[src/rtl/sauria_demo_soc_fixture_if.sv]
// sauria_demo_soc_fixture_if
// Groups every signal between the boot/EOC fixture and the surrounding bench.
//   slave  : the fixture side (takes start/config/preload-done/scratch,
//            drives SoC reset, boot pins, preload request and EOC status)
//   master : the bench side (mirror image of slave)
interface sauria_demo_soc_fixture_if;
  logic        start_i;
  logic [1:0]  boot_mode_cfg_i;
  logic [1:0]  preload_mode_cfg_i;
  logic        preload_done_i;
  logic [31:0] scratch_i;
  logic        soc_rst_no;
  logic [1:0]  boot_mode_o;
  logic        preload_req_o;
  logic [2:0]  preload_sel_o;
  logic        eoc_o;
  logic [31:0] exit_code_o;
  logic        error_o;
  logic [1:0]  error_code_o;
  logic        finish_o;
  logic [31:0] cfg_sel_o;
  logic        use_dram_o;

  modport slave (
    input  start_i, boot_mode_cfg_i, preload_mode_cfg_i, preload_done_i, scratch_i,
    output soc_rst_no, boot_mode_o, preload_req_o, preload_sel_o, eoc_o,
           exit_code_o, error_o, error_code_o, finish_o, cfg_sel_o, use_dram_o
  );

  modport master (
    output start_i, boot_mode_cfg_i, preload_mode_cfg_i, preload_done_i, scratch_i,
    input  soc_rst_no, boot_mode_o, preload_req_o, preload_sel_o, eoc_o,
           exit_code_o, error_o, error_code_o, finish_o, cfg_sel_o, use_dram_o
  );
endinterface

[src/rtl/sauria_demo_soc_fixture.sv]
// sauria_demo_soc_fixture
// Boot sequencer and end-of-computation monitor for the SAURIA demo SoC.
// Validates and latches the boot/preload configuration on start, holds the
// SoC in reset for ResetCycles cycles, requests a preload in idle boot, then
// watches the EOC scratch register and reports exit code / finish / error.
// Ports:
//   clk_i, rst_i : fixture clock, asynchronous active-high reset
//   bus          : slave side of sauria_demo_soc_fixture_if (see interface)
module sauria_demo_soc_fixture #(
  parameter int unsigned SelectedCfg   = 32'd0,
  parameter int unsigned UseDramSys    = 32'd0,
  parameter int unsigned ResetCycles   = 32'd16,
  parameter int unsigned TimeoutCycles = 32'd0
) (
  input  logic                         clk_i,
  input  logic                         rst_i,
  sauria_demo_soc_fixture_if.slave     bus
);

  typedef enum logic [2:0] {
    IDLE     = 3'd0,
    RST_HOLD = 3'd1,
    PRELOAD  = 3'd2,
    WAIT_EOC = 3'd3,
    DONE     = 3'd4,
    ERR      = 3'd5
  } state_e;

  localparam logic [31:0] RESET_CYCLES_C = 32'(ResetCycles);
  localparam logic [31:0] TIMEOUT_C      = 32'(TimeoutCycles);
  // Last WAIT_EOC count value before the timeout fires (unused when disabled).
  localparam logic [31:0] TIMEOUT_LAST_C = (TimeoutCycles == 0) ? 32'd0 : 32'(TimeoutCycles - 1);

  // Channel select is one-hot; the reserved mode maps to no channel.
  function automatic logic [2:0] preload_onehot(input logic [1:0] mode);
    logic [2:0] sel;
    case (mode)
      2'd0:    sel = 3'b001;
      2'd1:    sel = 3'b010;
      2'd2:    sel = 3'b100;
      default: sel = 3'b000;
    endcase
    return sel;
  endfunction

  state_e      state_r, state_s;
  logic [1:0]  boot_cfg_r, boot_cfg_s;
  logic [1:0]  preload_cfg_r, preload_cfg_s;
  logic [31:0] hold_cnt_r, hold_cnt_s;
  logic [31:0] wait_cnt_r, wait_cnt_s;
  logic        soc_rst_n_r, soc_rst_n_s;
  logic [1:0]  boot_mode_r, boot_mode_s;
  logic        preload_req_r, preload_req_s;
  logic [2:0]  preload_sel_r, preload_sel_s;
  logic        eoc_r, eoc_s;
  logic [31:0] exit_code_r, exit_code_s;
  logic        error_r, error_s;
  logic [1:0]  error_code_r, error_code_s;
  logic        finish_r, finish_s;

  // State and output registers, all cleared asynchronously by rst_i.
  always_ff @(posedge clk_i or posedge rst_i) begin
    if (rst_i) begin
      state_r       <= IDLE;
      boot_cfg_r    <= 2'd0;
      preload_cfg_r <= 2'd0;
      hold_cnt_r    <= 32'd0;
      wait_cnt_r    <= 32'd0;
      soc_rst_n_r   <= 1'b0;
      boot_mode_r   <= 2'd0;
      preload_req_r <= 1'b0;
      preload_sel_r <= 3'd0;
      eoc_r         <= 1'b0;
      exit_code_r   <= 32'd0;
      error_r       <= 1'b0;
      error_code_r  <= 2'd0;
      finish_r      <= 1'b0;
    end else begin
      state_r       <= state_s;
      boot_cfg_r    <= boot_cfg_s;
      preload_cfg_r <= preload_cfg_s;
      hold_cnt_r    <= hold_cnt_s;
      wait_cnt_r    <= wait_cnt_s;
      soc_rst_n_r   <= soc_rst_n_s;
      boot_mode_r   <= boot_mode_s;
      preload_req_r <= preload_req_s;
      preload_sel_r <= preload_sel_s;
      eoc_r         <= eoc_s;
      exit_code_r   <= exit_code_s;
      error_r       <= error_s;
      error_code_r  <= error_code_s;
      finish_r      <= finish_s;
    end
  end

  // Next-state and next-output logic; everything holds unless changed.
  always_comb begin
    state_s       = state_r;
    boot_cfg_s    = boot_cfg_r;
    preload_cfg_s = preload_cfg_r;
    hold_cnt_s    = hold_cnt_r;
    wait_cnt_s    = wait_cnt_r;
    soc_rst_n_s   = soc_rst_n_r;
    boot_mode_s   = boot_mode_r;
    preload_req_s = preload_req_r;
    preload_sel_s = preload_sel_r;
    eoc_s         = eoc_r;
    exit_code_s   = exit_code_r;
    error_s       = error_r;
    error_code_s  = error_code_r;
    finish_s      = finish_r;

    case (state_r)
      IDLE: begin
        if (bus.start_i) begin
          boot_cfg_s    = bus.boot_mode_cfg_i;
          preload_cfg_s = bus.preload_mode_cfg_i;
          // Reject bad configurations while the SoC is still held in reset.
          if (bus.boot_mode_cfg_i == 2'd1) begin
            state_s      = ERR;
            error_s      = 1'b1;
            error_code_s = 2'd1;
            finish_s     = 1'b1;
          end else if ((bus.boot_mode_cfg_i == 2'd0) && (bus.preload_mode_cfg_i == 2'd3)) begin
            state_s      = ERR;
            error_s      = 1'b1;
            error_code_s = 2'd2;
            finish_s     = 1'b1;
          end else begin
            state_s     = RST_HOLD;
            hold_cnt_s  = RESET_CYCLES_C;
            boot_mode_s = bus.boot_mode_cfg_i;
          end
        end else begin
          state_s = IDLE;
        end
      end

      RST_HOLD: begin
        // Releasing on the count-1 edge keeps reset low for exactly ResetCycles.
        if (hold_cnt_r <= 32'd1) begin
          hold_cnt_s  = 32'd0;
          soc_rst_n_s = 1'b1;
          wait_cnt_s  = 32'd0;
          if (boot_cfg_r == 2'd0) begin
            state_s       = PRELOAD;
            preload_req_s = 1'b1;
            preload_sel_s = preload_onehot(preload_cfg_r);
          end else begin
            state_s = WAIT_EOC;
          end
        end else begin
          hold_cnt_s = hold_cnt_r - 32'd1;
        end
      end

      PRELOAD: begin
        if (bus.preload_done_i) begin
          state_s       = WAIT_EOC;
          preload_req_s = 1'b0;
          preload_sel_s = 3'd0;
          wait_cnt_s    = 32'd0;
        end else begin
          state_s = PRELOAD;
        end
      end

      WAIT_EOC: begin
        if (bus.scratch_i[0]) begin
          state_s     = DONE;
          exit_code_s = {1'b0, bus.scratch_i[31:1]};
          eoc_s       = 1'b1;
          finish_s    = 1'b1;
        end else if ((TIMEOUT_C != 32'd0) && (wait_cnt_r >= TIMEOUT_LAST_C)) begin
          state_s      = ERR;
          error_s      = 1'b1;
          error_code_s = 2'd3;
          finish_s     = 1'b1;
        end else if (wait_cnt_r != 32'hFFFF_FFFF) begin
          wait_cnt_s = wait_cnt_r + 32'd1;
        end else begin
          wait_cnt_s = wait_cnt_r;
        end
      end

      DONE:    state_s = DONE;
      ERR:     state_s = ERR;
      default: state_s = IDLE;
    endcase
  end

  assign bus.soc_rst_no    = soc_rst_n_r;
  assign bus.boot_mode_o   = boot_mode_r;
  assign bus.preload_req_o = preload_req_r;
  assign bus.preload_sel_o = preload_sel_r;
  assign bus.eoc_o         = eoc_r;
  assign bus.exit_code_o   = exit_code_r;
  assign bus.error_o       = error_r;
  assign bus.error_code_o  = error_code_r;
  assign bus.finish_o      = finish_r;
  assign bus.cfg_sel_o     = 32'(SelectedCfg);
  assign bus.use_dram_o    = (UseDramSys != 0) ? 1'b1 : 1'b0;

endmodule

[src/flat_wrapper.sv]
// flat-port wrapper written by rule: the top's interface ports become plain ports
module sauria_demo_soc_fixture_flat 
#(
  parameter int unsigned SelectedCfg   = 32'd0,
  parameter int unsigned UseDramSys    = 32'd0,
  parameter int unsigned ResetCycles   = 32'd16,
  parameter int unsigned TimeoutCycles = 32'd0
)
  (clk_i, rst_i, bus_start_i, bus_boot_mode_cfg_i, bus_preload_mode_cfg_i, bus_preload_done_i, bus_scratch_i, bus_soc_rst_no, bus_boot_mode_o, bus_preload_req_o, bus_preload_sel_o, bus_eoc_o, bus_exit_code_o, bus_error_o, bus_error_code_o, bus_finish_o, bus_cfg_sel_o, bus_use_dram_o);
  sauria_demo_soc_fixture_if bus_i ();
  input  logic clk_i;
  input  logic rst_i;
  input wire logic [$bits(bus_i.start_i)-1:0] bus_start_i;
  input wire logic [$bits(bus_i.boot_mode_cfg_i)-1:0] bus_boot_mode_cfg_i;
  input wire logic [$bits(bus_i.preload_mode_cfg_i)-1:0] bus_preload_mode_cfg_i;
  input wire logic [$bits(bus_i.preload_done_i)-1:0] bus_preload_done_i;
  input wire logic [$bits(bus_i.scratch_i)-1:0] bus_scratch_i;
  output wire logic [$bits(bus_i.soc_rst_no)-1:0] bus_soc_rst_no;
  output wire logic [$bits(bus_i.boot_mode_o)-1:0] bus_boot_mode_o;
  output wire logic [$bits(bus_i.preload_req_o)-1:0] bus_preload_req_o;
  output wire logic [$bits(bus_i.preload_sel_o)-1:0] bus_preload_sel_o;
  output wire logic [$bits(bus_i.eoc_o)-1:0] bus_eoc_o;
  output wire logic [$bits(bus_i.exit_code_o)-1:0] bus_exit_code_o;
  output wire logic [$bits(bus_i.error_o)-1:0] bus_error_o;
  output wire logic [$bits(bus_i.error_code_o)-1:0] bus_error_code_o;
  output wire logic [$bits(bus_i.finish_o)-1:0] bus_finish_o;
  output wire logic [$bits(bus_i.cfg_sel_o)-1:0] bus_cfg_sel_o;
  output wire logic [$bits(bus_i.use_dram_o)-1:0] bus_use_dram_o;
  assign bus_i.start_i = bus_start_i;
  assign bus_i.boot_mode_cfg_i = bus_boot_mode_cfg_i;
  assign bus_i.preload_mode_cfg_i = bus_preload_mode_cfg_i;
  assign bus_i.preload_done_i = bus_preload_done_i;
  assign bus_i.scratch_i = bus_scratch_i;
  assign bus_soc_rst_no = bus_i.soc_rst_no;
  assign bus_boot_mode_o = bus_i.boot_mode_o;
  assign bus_preload_req_o = bus_i.preload_req_o;
  assign bus_preload_sel_o = bus_i.preload_sel_o;
  assign bus_eoc_o = bus_i.eoc_o;
  assign bus_exit_code_o = bus_i.exit_code_o;
  assign bus_error_o = bus_i.error_o;
  assign bus_error_code_o = bus_i.error_code_o;
  assign bus_finish_o = bus_i.finish_o;
  assign bus_cfg_sel_o = bus_i.cfg_sel_o;
  assign bus_use_dram_o = bus_i.use_dram_o;
  sauria_demo_soc_fixture #(.SelectedCfg(SelectedCfg), .UseDramSys(UseDramSys), .ResetCycles(ResetCycles), .TimeoutCycles(TimeoutCycles)) u_core (.clk_i(clk_i), .rst_i(rst_i), .bus(bus_i));
endmodule
[config.mk]
export PLATFORM = sky130hd
export DESIGN_NAME = sauria_demo_soc_fixture_flat
export DESIGN_NICKNAME = d
export VERILOG_FILES = /design/src/rtl/sauria_demo_soc_fixture_if.sv /design/src/rtl/sauria_demo_soc_fixture.sv /design/src/flat_wrapper.sv
export SDC_FILE = /design/constraint.sdc
export NUM_CORES = 1
export LEC_CHECK = 0
export BUFFER_PORTS_ARGS = -buffer_cell sky130_fd_sc_hd__buf_2
export CAP_MARGIN = 20
export CORE_MARGIN = 2
export CORE_UTILIZATION = 46
export DETAILED_ROUTE_END_ITERATION = 8
export PLACE_DENSITY = 0.82
export REMOVE_ABC_BUFFERS = 1
export SYNTH_ARGS = -nofsm -noshare
export SYNTH_HDL_FRONTEND = slang
export SYNTH_SLANG_ARGS = --single-unit
[constraint.sdc]
create_clock -name clk_i -period 5.6 [get_ports clk_i]
set_clock_uncertainty 0.05 [all_clocks]
set_input_delay 0.56 -clock clk_i [delete_from_list [all_inputs] [get_ports clk_i]]
set_output_delay 0.56 -clock clk_i [all_outputs]
set_load 0.02 [all_outputs]
* Word-level counts from Yosys, hierarchy flattened
Cells that the tools add are included.
Widths: inputs -> output; s select.
** Cells by class
- Add/subtract/negate cells :: 1
- Multiply operators :: 0
- Div/mod/pow operators :: 0
- $lt $le $gt $ge :: 1
- Equal/unequal tests :: 17
- Shift operators :: 0
- Muxes and demuxes :: 29
- Bitwise gates (word level) :: 2
- Reduce and logical (&&, ||, !) cells :: 18
** Operators by type and width (count)
- $mux 32 :: 4
- $pmux 32 s2 :: 1
- $le 32x1->1 const B :: 1
- $sub 32x1->32 const B :: 1
- $mux 3 :: 8
- $pmux 3 s6 :: 1
- $reduce_and 4->1 :: 4
- $ne 2x2->1 const B :: 5
- $mux 1 :: 9
- $pmux 3 s3 :: 1
- $reduce_and 2->1 :: 4
- $reduce_bool 2->1 :: 4
- $eq 3x2->1 const B :: 2
- $eq 3x3->1 const B :: 2
- $logic_not 2->1 :: 3
- $pmux 3 s2 :: 1
- $eq 2x1->1 const B :: 2
- $eq 2x2->1 const B :: 2
- $mux 2 :: 2
- $ne 2x1->1 const B :: 2
- $pmux 1 s2 :: 2
- $eq 3x1->1 const B :: 1
- $logic_not 3->1 :: 1
- $ne 3x1->1 const B :: 1
- other kinds (3) :: 4
** Word-level totals
- Register bits after elaboration :: 82
- Latch bits :: 0
- Bits in writable memories :: 0
- Bits in read-only memories :: 0
- Input bits :: 40
- Logic and storage cells :: 81
- Memories kept :: 0

* Logic depth before layout (Yosys ltp)
Gate-level depths: netlist of run 1.
- Depth in word-level cells :: 6
- Mapped depth :: 8

* Least setup slack after synthesis of run 1
No wires, ideal clock.
- Kind :: flip-flop to flip-flop
- From :: register u_core.hold_cnt_r[6]
- To :: register u_core.hold_cnt_r[29]
- Data arrival time :: 2428 ps
- Data required time :: 5463 ps
- Slack :: 3036 ps
- Cell stages (with the launch flop) :: 6
- Path buffers :: 0
- Period minus slack after synthesis :: 2564 ps
- Cell sequence :: dfrtp_1 -> or4_4 -> or3_4 -> or4_4 -> or4_1 -> o211ai_1
** On the way
- Cells in the longest elaborated chain, start to end :: 3
- Elaborated cells between the ends (all ways) :: 4
- Classes of those cells :: add/sub (1); order compare (1); mux (2)
** Ends and longest elaborated chain
- start, declared :: line sauria_demo_soc_fixture.sv:49 : logic [31:0] hold_cnt_r, hold_cnt_s;
- start signal, assigned :: line sauria_demo_soc_fixture.sv:82 : hold_cnt_r <= hold_cnt_s;
- $sub 32x1->32 / $le 32x1->1 (equally long branches) :: line sauria_demo_soc_fixture.sv:153, sauria_demo_soc_fixture.sv:141
- $mux 32 (*) :: line sauria_demo_soc_fixture.sv:141 : if (hold_cnt_r <= 32'd1) begin
- $pmux 32 s2 (*) :: line sauria_demo_soc_fixture.sv:113 : case (state_r)
Mark *: on every way between the ends. The rest lies on a longest branch, timed or not.
A chain may end at the register's enable or synchronous reset.

* Worst setup path in the final report of run 1
- From :: register u_core.hold_cnt_r[6]
- To :: register u_core.hold_cnt_r[19]
Same word-level chain as after synthesis.

==> impl_metrics.yaml, run 1 <==
worst_setup_path:
  cp-end-kind: "flip-flop"
  crit_chain: "or4_4, nor3_1, a31oi_1, nor2_2, nor2_1"
  crit_buf_inv: 0
  cp.arrival_ps: 3270
  slowest_stage: "nor2_2"
  critPathRequiredTime_ps: 5750
  cp-start-kind: "flip-flop"
  crit_fanout: 19
  crit_type: "reg -> reg"
  cp_top_family: "simple AND/OR/NAND/NOR gates"
  r2r_setup_slack_ps: 2480
  critPathMaxStageDelay_ps: 720
routing:
  wl_per_cell_um: 14.1
  drtIter0Drc: 239
  ant_nets: 0
  wirelength_um: 9010
  via_per_inst: 5.24
  dr_total_vias: 3346
  drc: 0
  drtPass1Iterations: 4
  wl_met1_um: 3730
  top_layer: "met4"
  met2RoutedLength_um: 4510
  wl_met3_um: 600
floorplan:
  die_w_um: 97.5
  rows: 34
  num_io_pins: 117
  core-area_um2: 8590
  chipHeight_um: 97.5
  initial_core_util_pct: 46.8
  die_area_um2: 9500
logic_synthesis:
  ys_seq_area_share_pct: 51.1
  synth_warnings: 0
  avgSynthCellArea_um2: 9.05
  syn-cell-area_um2: 4020
  postSynthCellCount: 444
  ys_ff_latch: 82
  synthFlopType: "dfrtp_1"
  synth_edf_count: 0
  synthArstFlopShare_pct: 100
  ys_types: 49
global_route:
  globalRouteOverflowTotal: 0
  grt_usage_pct: 19.4
  grt_max_degree: 83
  grt_pass1_wl_um: 15300
  antenna_found_initial: 0
  grt_pass1_vias: 3363
run_status:
  outcome: "completed"
clocking:
  cts_resized: 0
  cts_buffers: 9
  insertion_delay_ps: 350
  cts_tree: "done"
  clk_pin_slew_worst_paths_ps: 80
  post_cts_buffers: 0
  h-tree-depth: 3
  cts_hold_buf: 0
  cts_root_buf: "clkbuf_8"
  cts.sinks: 82
  cts_buffer_depth: 2
sta:
  relSlewSlack_pct: 38.2
  rsz0062_at_grt: "false"
  fmax_mhz: 321
  worst_slew_pin_slew_ps: 926
  fin_crit_ps: 3120
  period_share_pct: 55.7
  finalSetupViolCount: 0
  slew_viol_final: 0
  tns_ps: 0
  finalHoldViolations: 0
layout:
  n_antenna_cell: 0
  drive_gt1_share_pct: 22.8
  layout.nets: 569
  area_growth_pct: 15.0
placement:
  portBuffers: 82
  gp_congestion: 0.877
  hpwlAfterDp_um: 6280
power:
  irDropWorstVdd_v: 0.000310
  p_leak_nw: 2.39
  p_total_w: 0.00297
  powerDensity_nw_per_um2: 642
flow_run:
  cap_violations: 0
min_path:
  hp-class: "in -> async"
## path summary, 6_finish.rpt
| kind | startpoint | to | depth (start not counted) |
|---|---|---|---|
| min in group clk_i | bus_scratch_i[30] | u_core.bus.exit_code_o[29]$_DFFE_PP0P_ | 3 |
| worst min register to register | u_core.bus.soc_rst_no$_DFFE_PP0P_ | u_core.bus.soc_rst_no$_DFFE_PP0P_ | 1 |
| worst max register to register | u_core.hold_cnt_r[6]$_DFFE_PP0P_ | u_core.hold_cnt_r[19]$_DFFE_PP0P_ | 5 |
| worst max-delay path | u_core.hold_cnt_r[6]$_DFFE_PP0P_ | u_core.hold_cnt_r[19]$_DFFE_PP0P_ | 5 |
| max in group asynchronous | rst_i | u_core.bus.exit_code_o[3]$_DFFE_PP0P_ | 4 |
| worst min-delay path | rst_i | u_core.bus.exit_code_o[15]$_DFFE_PP0P_ | 3 |
## stage by stage
step                      hold slack, ps  std cells  util [%]  cell area (µm²)  setup slack [ps]
final                                205        639      53.8             4620              2480
after global routing                 212        639      53.8             4620              2260
after CTS                            331        638      53.5             4590              2530
after detailed placement             406        623      51.3             4410              2560
after global placement               398        623      51.3             4410              2740
after floorplan                      411        429         -             3830              2880
## cell type report
type / instances / area, µm²
clock inverter: 5 / 56.3
timing repair buffer: 87 / 468
inverter: 12 / 46.3
clock buffer: 10 / 128
fill: 780 / 3970
tap: 108 / 135
multi-input combinational: 335 / 1740
sequential: 82 / 2050
## worst register-to-register path: cells and delay by family, from the launching register on
kind	cells	cell delay (ps)
AND/OR/NAND/NOR	4	2000
flip-flops	1	440
AO/OA/AOI/OAI	1	490
## registers in the layout, summed over array words and instances (netlist names), 2 cells and up
name,cells
u_core.bus.boot_mode_o,2
u_core.bus.error_code_o,2
u_core.state_r,3
u_core.boot_cfg_r,2
u_core.bus.preload_sel_o,3
u_core.bus.exit_code_o,31
u_core.hold_cnt_r,32
u_core.preload_cfg_r,2
## power breakdown
group	switching [W]	internal, W	total [W]
combinational	0.000927	0.000526	0.00145
clock	0.000207	0.000203	0.000410
sequential	0.000240	0.000863	0.00110
total	0.00137	0.00159	0.00297
## cells in the final DEF (no fill, tap or decap), types with 8 or more instances in the layout
| cell type | instances |
|---|---|
| or3_1 | 8 |
| o21ai_0 | 15 |
| nand2_1 | 114 |
| nand3_1 | 12 |
| a21oi_1 | 12 |
| conb_1 | 34 |
| xnor2_1 | 12 |
| clkbuf_8 | 9 |
| buf_2 | 82 |
| nor2_1 | 27 |
| nor4_1 | 16 |
| nor3_1 | 15 |
| or2_2 | 8 |
| inv_1 | 11 |
| dfrtp_1 | 82 |
## cell families after synthesis
family                   after synthesis  share of synthesized area [%]
other                                  1                         0.0933
AND/OR/NAND/NOR                      232                           27.6
flip-flops                            82                           51.1
buffers and inverters                 60                           8.81
adder cells (fa/ha/maj)                2                          0.623
multiplexers                           1                          0.280
AO/OA/AOI/OAI                         49                           7.85
XOR/XNOR                              17                           3.71
## routing by layer
metal  GRT usage [%]  vias up
met5               0        -
met4            8.55        0
met3            5.32       17
met2            32.0      140
met1            24.0     1585
li1                -     1604
## synth_stat cells, types with 4 or more instances
cell type / n / area, µm²
buf_4: 34 / 255
or3_1: 8 / 50.1
xor2_1: 5 / 43.8
nand2_1: 114 / 428
nor4_1: 16 / 100
nand3b_1: 4 / 30.0
or4_1: 5 / 37.5
a21oi_1: 12 / 60.1
o21ai_0: 15 / 75.1
nor2_1: 27 / 101
dfrtp_1: 82 / 2050
nor3_1: 15 / 75.1
nand4_1: 5 / 31.3
xnor2_1: 12 / 105
clkbuf_1: 13 / 48.8
or2_2: 8 / 50.1
inv_1: 12 / 45.0
nand3_1: 12 / 60.1
Note: power is estimated with default switching activity, not from simulation.
==> run 2, diff against run 1 <==
Clock period 5.6 ns to 3.1 ns, I/O delays scaled along.
==> impl_metrics.yaml, run 2 (same netlist as run 1, synthesis figures left out) <==
routing:
  drtIter0Drc: 202
  wl_per_cell_um: 13.3
  drtPass1Iterations: 5
  ant_nets: 0
  wirelength_um: 8550
  dr_total_vias: 3336
  via_per_inst: 5.18
  drc: 0
placement:
  portBuffers: 82
  place_inst: 628
  gp_congestion: 0.843
  dpl-instance-area_um2: 4450
  hpwlAfterDp_um: 6110
worst_setup_path:
  crit_type: "reg -> reg"
  crit_fanout: 6
  path_common_cell: "or4_4"
  critPathRequiredTime_ps: 3340
  crit_buf_inv: 0
  crit_chain: "or4_4, or3_4, or4_4, or4_1, o211ai_1"
  r2r_setup_slack_ps: 410
  rr_worst_depth: 5
  cp-start-kind: "flip-flop"
  timing.rr.start: "u_core.hold_cnt_r[6]$_DFFE_PP0P_"
  slowest_stage: "or4_4"
  regToRegEndpoint: "u_core.hold_cnt_r[29]$_DFFE_PP0P_"
  critPathMaxStageDelay_ps: 560
  cp-end-kind: "flip-flop"
  cp.arrival_ps: 2920
  cp_top_family: "simple AND/OR/NAND/NOR gates"
layout:
  layout_common_cells: "nand2_1, buf_2, dfrtp_1"
  final_common_cell: "nand2_1"
  n_antenna_cell: 0
  area_growth_pct: 15.5
  top_register: "u_core.hold_cnt_r"
  design_area_um2: 4640
  drive_gt1_share_pct: 23.7
  largest_register_ffs: 32
  layout.cells.non_filler: 644
  layout.nets: 573
clocking:
  cts_hold_buf: 0
  cts.sinks: 82
  h-tree-depth: 3
  cts_root_buf: "clkbuf_8"
  post_cts_buffers: 0
  clk_pin_slew_worst_paths_ps: 90
  cts_tree: "done"
  cts_resized: 0
  cts_buffer_depth: 2
  insertion_delay_ps: 370
  cts_buffers: 9
sta:
  finalHoldViolations: 0
  period_share_pct: 86.6
  worst_slew_pin_slew_ps: 908
  relSlewSlack_pct: 39.4
  rsz0062_at_grt: "false"
  tns_ps: 0
  fmax_mhz: 372
  finalSetupViolCount: 0
  slew_viol_final: 0
  fin_crit_ps: 2690
flow_run:
  cap_violations: 0
floorplan:
  rows: 34
  core-area_um2: 8590
  initial_core_util_pct: 46.8
  die_area_um2: 9500
  die_w_um: 97.5
  num_io_pins: 117
  chipHeight_um: 97.5
min_path:
  hp-class: "in -> async"
global_route:
  grt_pass1_wl_um: 14600
  grt_usage_pct: 18.7
  grt_pass1_vias: 3225
  grt_max_degree: 55
  globalRouteOverflowTotal: 0
  antenna_found_initial: 0
power:
  p_total_w: 0.00537
  powerDensity_nw_per_um2: 1160
  irDropWorstVdd_v: 0.000506
  p_leak_nw: 2.41
run_status:
  outcome: "completed"
==> run 2: cell types whose count changed in the layout (fill, tap and decap cells not counted), sizes merged <==
cell      previous run  this run
bufinv               1         0
inv                 11        16
clkinv               4         2
buf                 87        91
clkinvlp             1         0
==> run 2: per-layer routing <==
metal,GRT usage [%],routed length (µm),vias to the layer above
met1,24.0,3780,1607
li1,-,-,1616
met2,30.6,4160,104
met4,6.73,114,0
met5,0,0,-
met3,5.25,485,9
==> run 2: power breakdown <==
part	internal [W]	switching (W)	total, W
logic	0.000977	0.00165	0.00263
clock network	0.000331	0.000435	0.000766
registers	0.00156	0.000419	0.00198
total	0.00287	0.00250	0.00537
==> run 2: worst reg2reg max path, delay by kind of cell, from the launching register on <==
family	cells	cell delay, ps
AOI/OAI and AO/OA	1	170
and+or+nand+nor	4	1940
DFF	1	440
==> run 2: stage by stage <==
step	setup slack (ps)	hold WS [ps]	util, %
after floorplan	536	365	-
after global placement	462	398	51.7
after detailed placement	457	407	51.7
after CTS	420	57.8	54.0
after global routing	348	67.3	54.0
final	415	47.4	54.0
==> run 2: worst max path at each step <==
stage / from / end / slack (ps) / depth (start not counted)
floorplan: u_core.hold_cnt_r[6]$_DFFE_PP0P_ / u_core.hold_cnt_r[29]$_DFFE_PP0P_ / 540 / 5
global placement: u_core.hold_cnt_r[6]$_DFFE_PP0P_ / u_core.hold_cnt_r[29]$_DFFE_PP0P_ / 460 / 5
detailed placement: u_core.hold_cnt_r[6]$_DFFE_PP0P_ / u_core.hold_cnt_r[29]$_DFFE_PP0P_ / 460 / 5
CTS: u_core.hold_cnt_r[10]$_DFFE_PP0P_ / u_core.hold_cnt_r[29]$_DFFE_PP0P_ / 420 / 5
global route: u_core.hold_cnt_r[6]$_DFFE_PP0P_ / u_core.hold_cnt_r[29]$_DFFE_PP0P_ / 350 / 5
finish: u_core.hold_cnt_r[6]$_DFFE_PP0P_ / u_core.hold_cnt_r[29]$_DFFE_PP0P_ / 410 / 5
==> run 2: area by class of cell <==
type                            instances  area [µm²]
Clock buffer                           10         138
Inverter                               12        46.3
Tap cell                              108         135
Clock inverter                          6        55.1
Fill cell                             766        3950
Timing Repair Buffer                   91         478
Multi-Input combinational cell        335        1740
Sequential cell                        82        2050
==> run 3, diff against run 2 <==
Settings changed: PLACE_DENSITY 0.82 to 0.72.
==> impl_metrics.yaml, run 3 (same netlist as run 1, synthesis figures left out) <==
run_status:
  outcome: "completed"
floorplan:
  chipHeight_um: 97.5
  num_io_pins: 117
  rows: 34
  die_w_um: 97.5
  core-area_um2: 8590
  initial_core_util_pct: 46.8
  die_area_um2: 9500
clocking:
  cts_root_buf: "clkbuf_8"
  cts_tree: "done"
  cts_buffer_depth: 2
  insertion_delay_ps: 350
  clk_pin_slew_worst_paths_ps: 90
  h-tree-depth: 3
  cts_buffers: 9
  cts_resized: 0
  cts.sinks: 82
placement:
  portBuffers: 82
  hpwlAfterDp_um: 6240
  gp_congestion: 0.807
  pre_cts_slack_ps: 443
worst_setup_path:
  cp-end-kind: "flip-flop"
  rr_worst_depth: 5
  cp-start-kind: "flip-flop"
  crit_fanout: 6
  r2r_setup_slack_ps: 440
  crit_type: "reg -> reg"
  regToRegEndpoint: "u_core.hold_cnt_r[29]$_DFFE_PP0P_"
  critPathRequiredTime_ps: 3320
  timing.rr.start: "u_core.hold_cnt_r[10]$_DFFE_PP0P_"
  cp.arrival_ps: 2880
  startpoint: "u_core.hold_cnt_r[10]$_DFFE_PP0P_"
global_route:
  globalRouteOverflowTotal: 0
  grt_max_degree: 34
  grt_pass1_wl_um: 15200
  grt_usage_pct: 19.5
  busiest_layer: "met2"
  grtUsageMet3_pct: 3.60
  antenna_found_initial: 0
  grt_use_met1_pct: 25.9
  grt_pass1_vias: 3234
  grt_use_met2_pct: 31.9
layout:
  final_common_cell: "nand2_1"
  n_antenna_cell: 0
  top_register: "u_core.hold_cnt_r"
  area_growth_pct: 16.2
  layout_common_cells: "nand2_1, buf_2, dfrtp_1"
  largest_register_ffs: 32
  n_fill_cell: 798
  layout.nets: 574
  drive_gt1_share_pct: 23.6
routing:
  drc: 0
  drtIter0Drc: 216
  wl_per_cell_um: 13.5
  ant_nets: 0
  dr_total_vias: 3250
  wirelength_um: 8720
  via_per_inst: 5.04
  drtPass1Iterations: 4
sta:
  fmax_mhz: 376
  worst_slew_pin_slew_ps: 637
  period_share_pct: 85.7
  rsz0062_at_grt: "false"
  fin_crit_ps: 2660
  worst_slack_ps: 442
  finalHoldViolations: 0
  relSlewSlack_pct: 57.1
  tns_ps: 0
  slew_viol_final: 0
  finalSetupViolCount: 0
  hold_slack_ps: 82.8
min_path:
  worstHoldEndpoint: "u_core.bus.exit_code_o[6]$_DFFE_PP0P_"
  min_path_cells: 3
  hp-class: "in -> reg"
  hold_start: "bus_scratch_i[7]"
power:
  seqPwrFrac_pct: 36.4
  p_sw_w: 0.00248
  p_comb_share_pct: 48.6
  powerDensity_nw_per_um2: 1160
  irDropWorstVdd_v: 0.000473
  p_leak_nw: 2.41
  clkPwrFrac_pct: 15.0
  sw_frac_of_total_pct: 45.8
  p_int_w: 0.00294
flow_run:
  cap_violations: 0
==> run 3: cell types whose count changed in the layout (fill, tap and decap cells not counted) <==
cell / previous run / this run
clkinvlp_4: 0 / 2
inv_6: 4 / 1
dlygate4sd3_1: 0 / 1
bufinv_16: 0 / 1
==> run 3: layout make-up <==
cell class	instances	area, µm²	area share (%)
Inverter	12	46.3	0.992
Clock buffer	10	138	2.95
Clock inverter	6	73.8	1.58
Multi-Input combinational cell	335	1740	37.2
Tap cell	108	135	2.89
Sequential cell	82	2050	44.0
Timing Repair Buffer	92	488	10.5
==> run 3: worst max path at each step <==
stage,endpoint,slack [ps],depth (start not counted)
floorplan,u_core.hold_cnt_r[29]$_DFFE_PP0P_,540,5
global placement,u_core.hold_cnt_r[29]$_DFFE_PP0P_,460,5
detailed placement,u_core.hold_cnt_r[29]$_DFFE_PP0P_,440,5
CTS,u_core.hold_cnt_r[29]$_DFFE_PP0P_,430,5
global route,u_core.hold_cnt_r[30]$_DFFE_PP0P_,240,7
finish,u_core.hold_cnt_r[29]$_DFFE_PP0P_,440,5
==> run 3: per-stage QoR <==
step	total power [W]	cells	utilization (%)	area, µm²
2_1_floorplan	0.00377	429	-	3830
3_3_place_gp	0.00452	628	51.7	4450
3_5_place_dp	0.00459	628	51.7	4450
4_1_cts	0.00543	645	54.3	4670
5_1_grt	0.00587	645	54.3	4670
6_report	0.00542	645	54.3	4670
==> run 3: worst max-delay path: stages, from the launching register on <==
cell	delay [ps]
dfrtp_1	410
or4_4	560
or3_4	440
or4_4	560
or4_1	400
o211ai_1	160
==> run 3: layer usage <==
| metal | up-vias | wire length [µm] |
|---|---|---|
| met4 | 0 | 87 |
| met5 | - | 0 |
| met1 | 1543 | 3870 |
| li1 | 1618 | - |
| met2 | 82 | 4390 |
| met3 | 7 | 369 |
==> run 3: power by group through the flow <==
stage,clock network [W],registers (W),logic (W)
6_report,0.000812,0.00197,0.00263
5_1_grt,0.000878,0.00206,0.00294
3_3_place_gp,0,0.00195,0.00257
2_1_floorplan,0,0.00225,0.00152
4_1_cts,0.000835,0.00197,0.00263
3_5_place_dp,0,0.00198,0.00261
==> run 3: repair_timing <==
item,in CTS,in global routing
buffers inserted,0,0
hold endpoints to repair,24,0
hold buffers,1,0
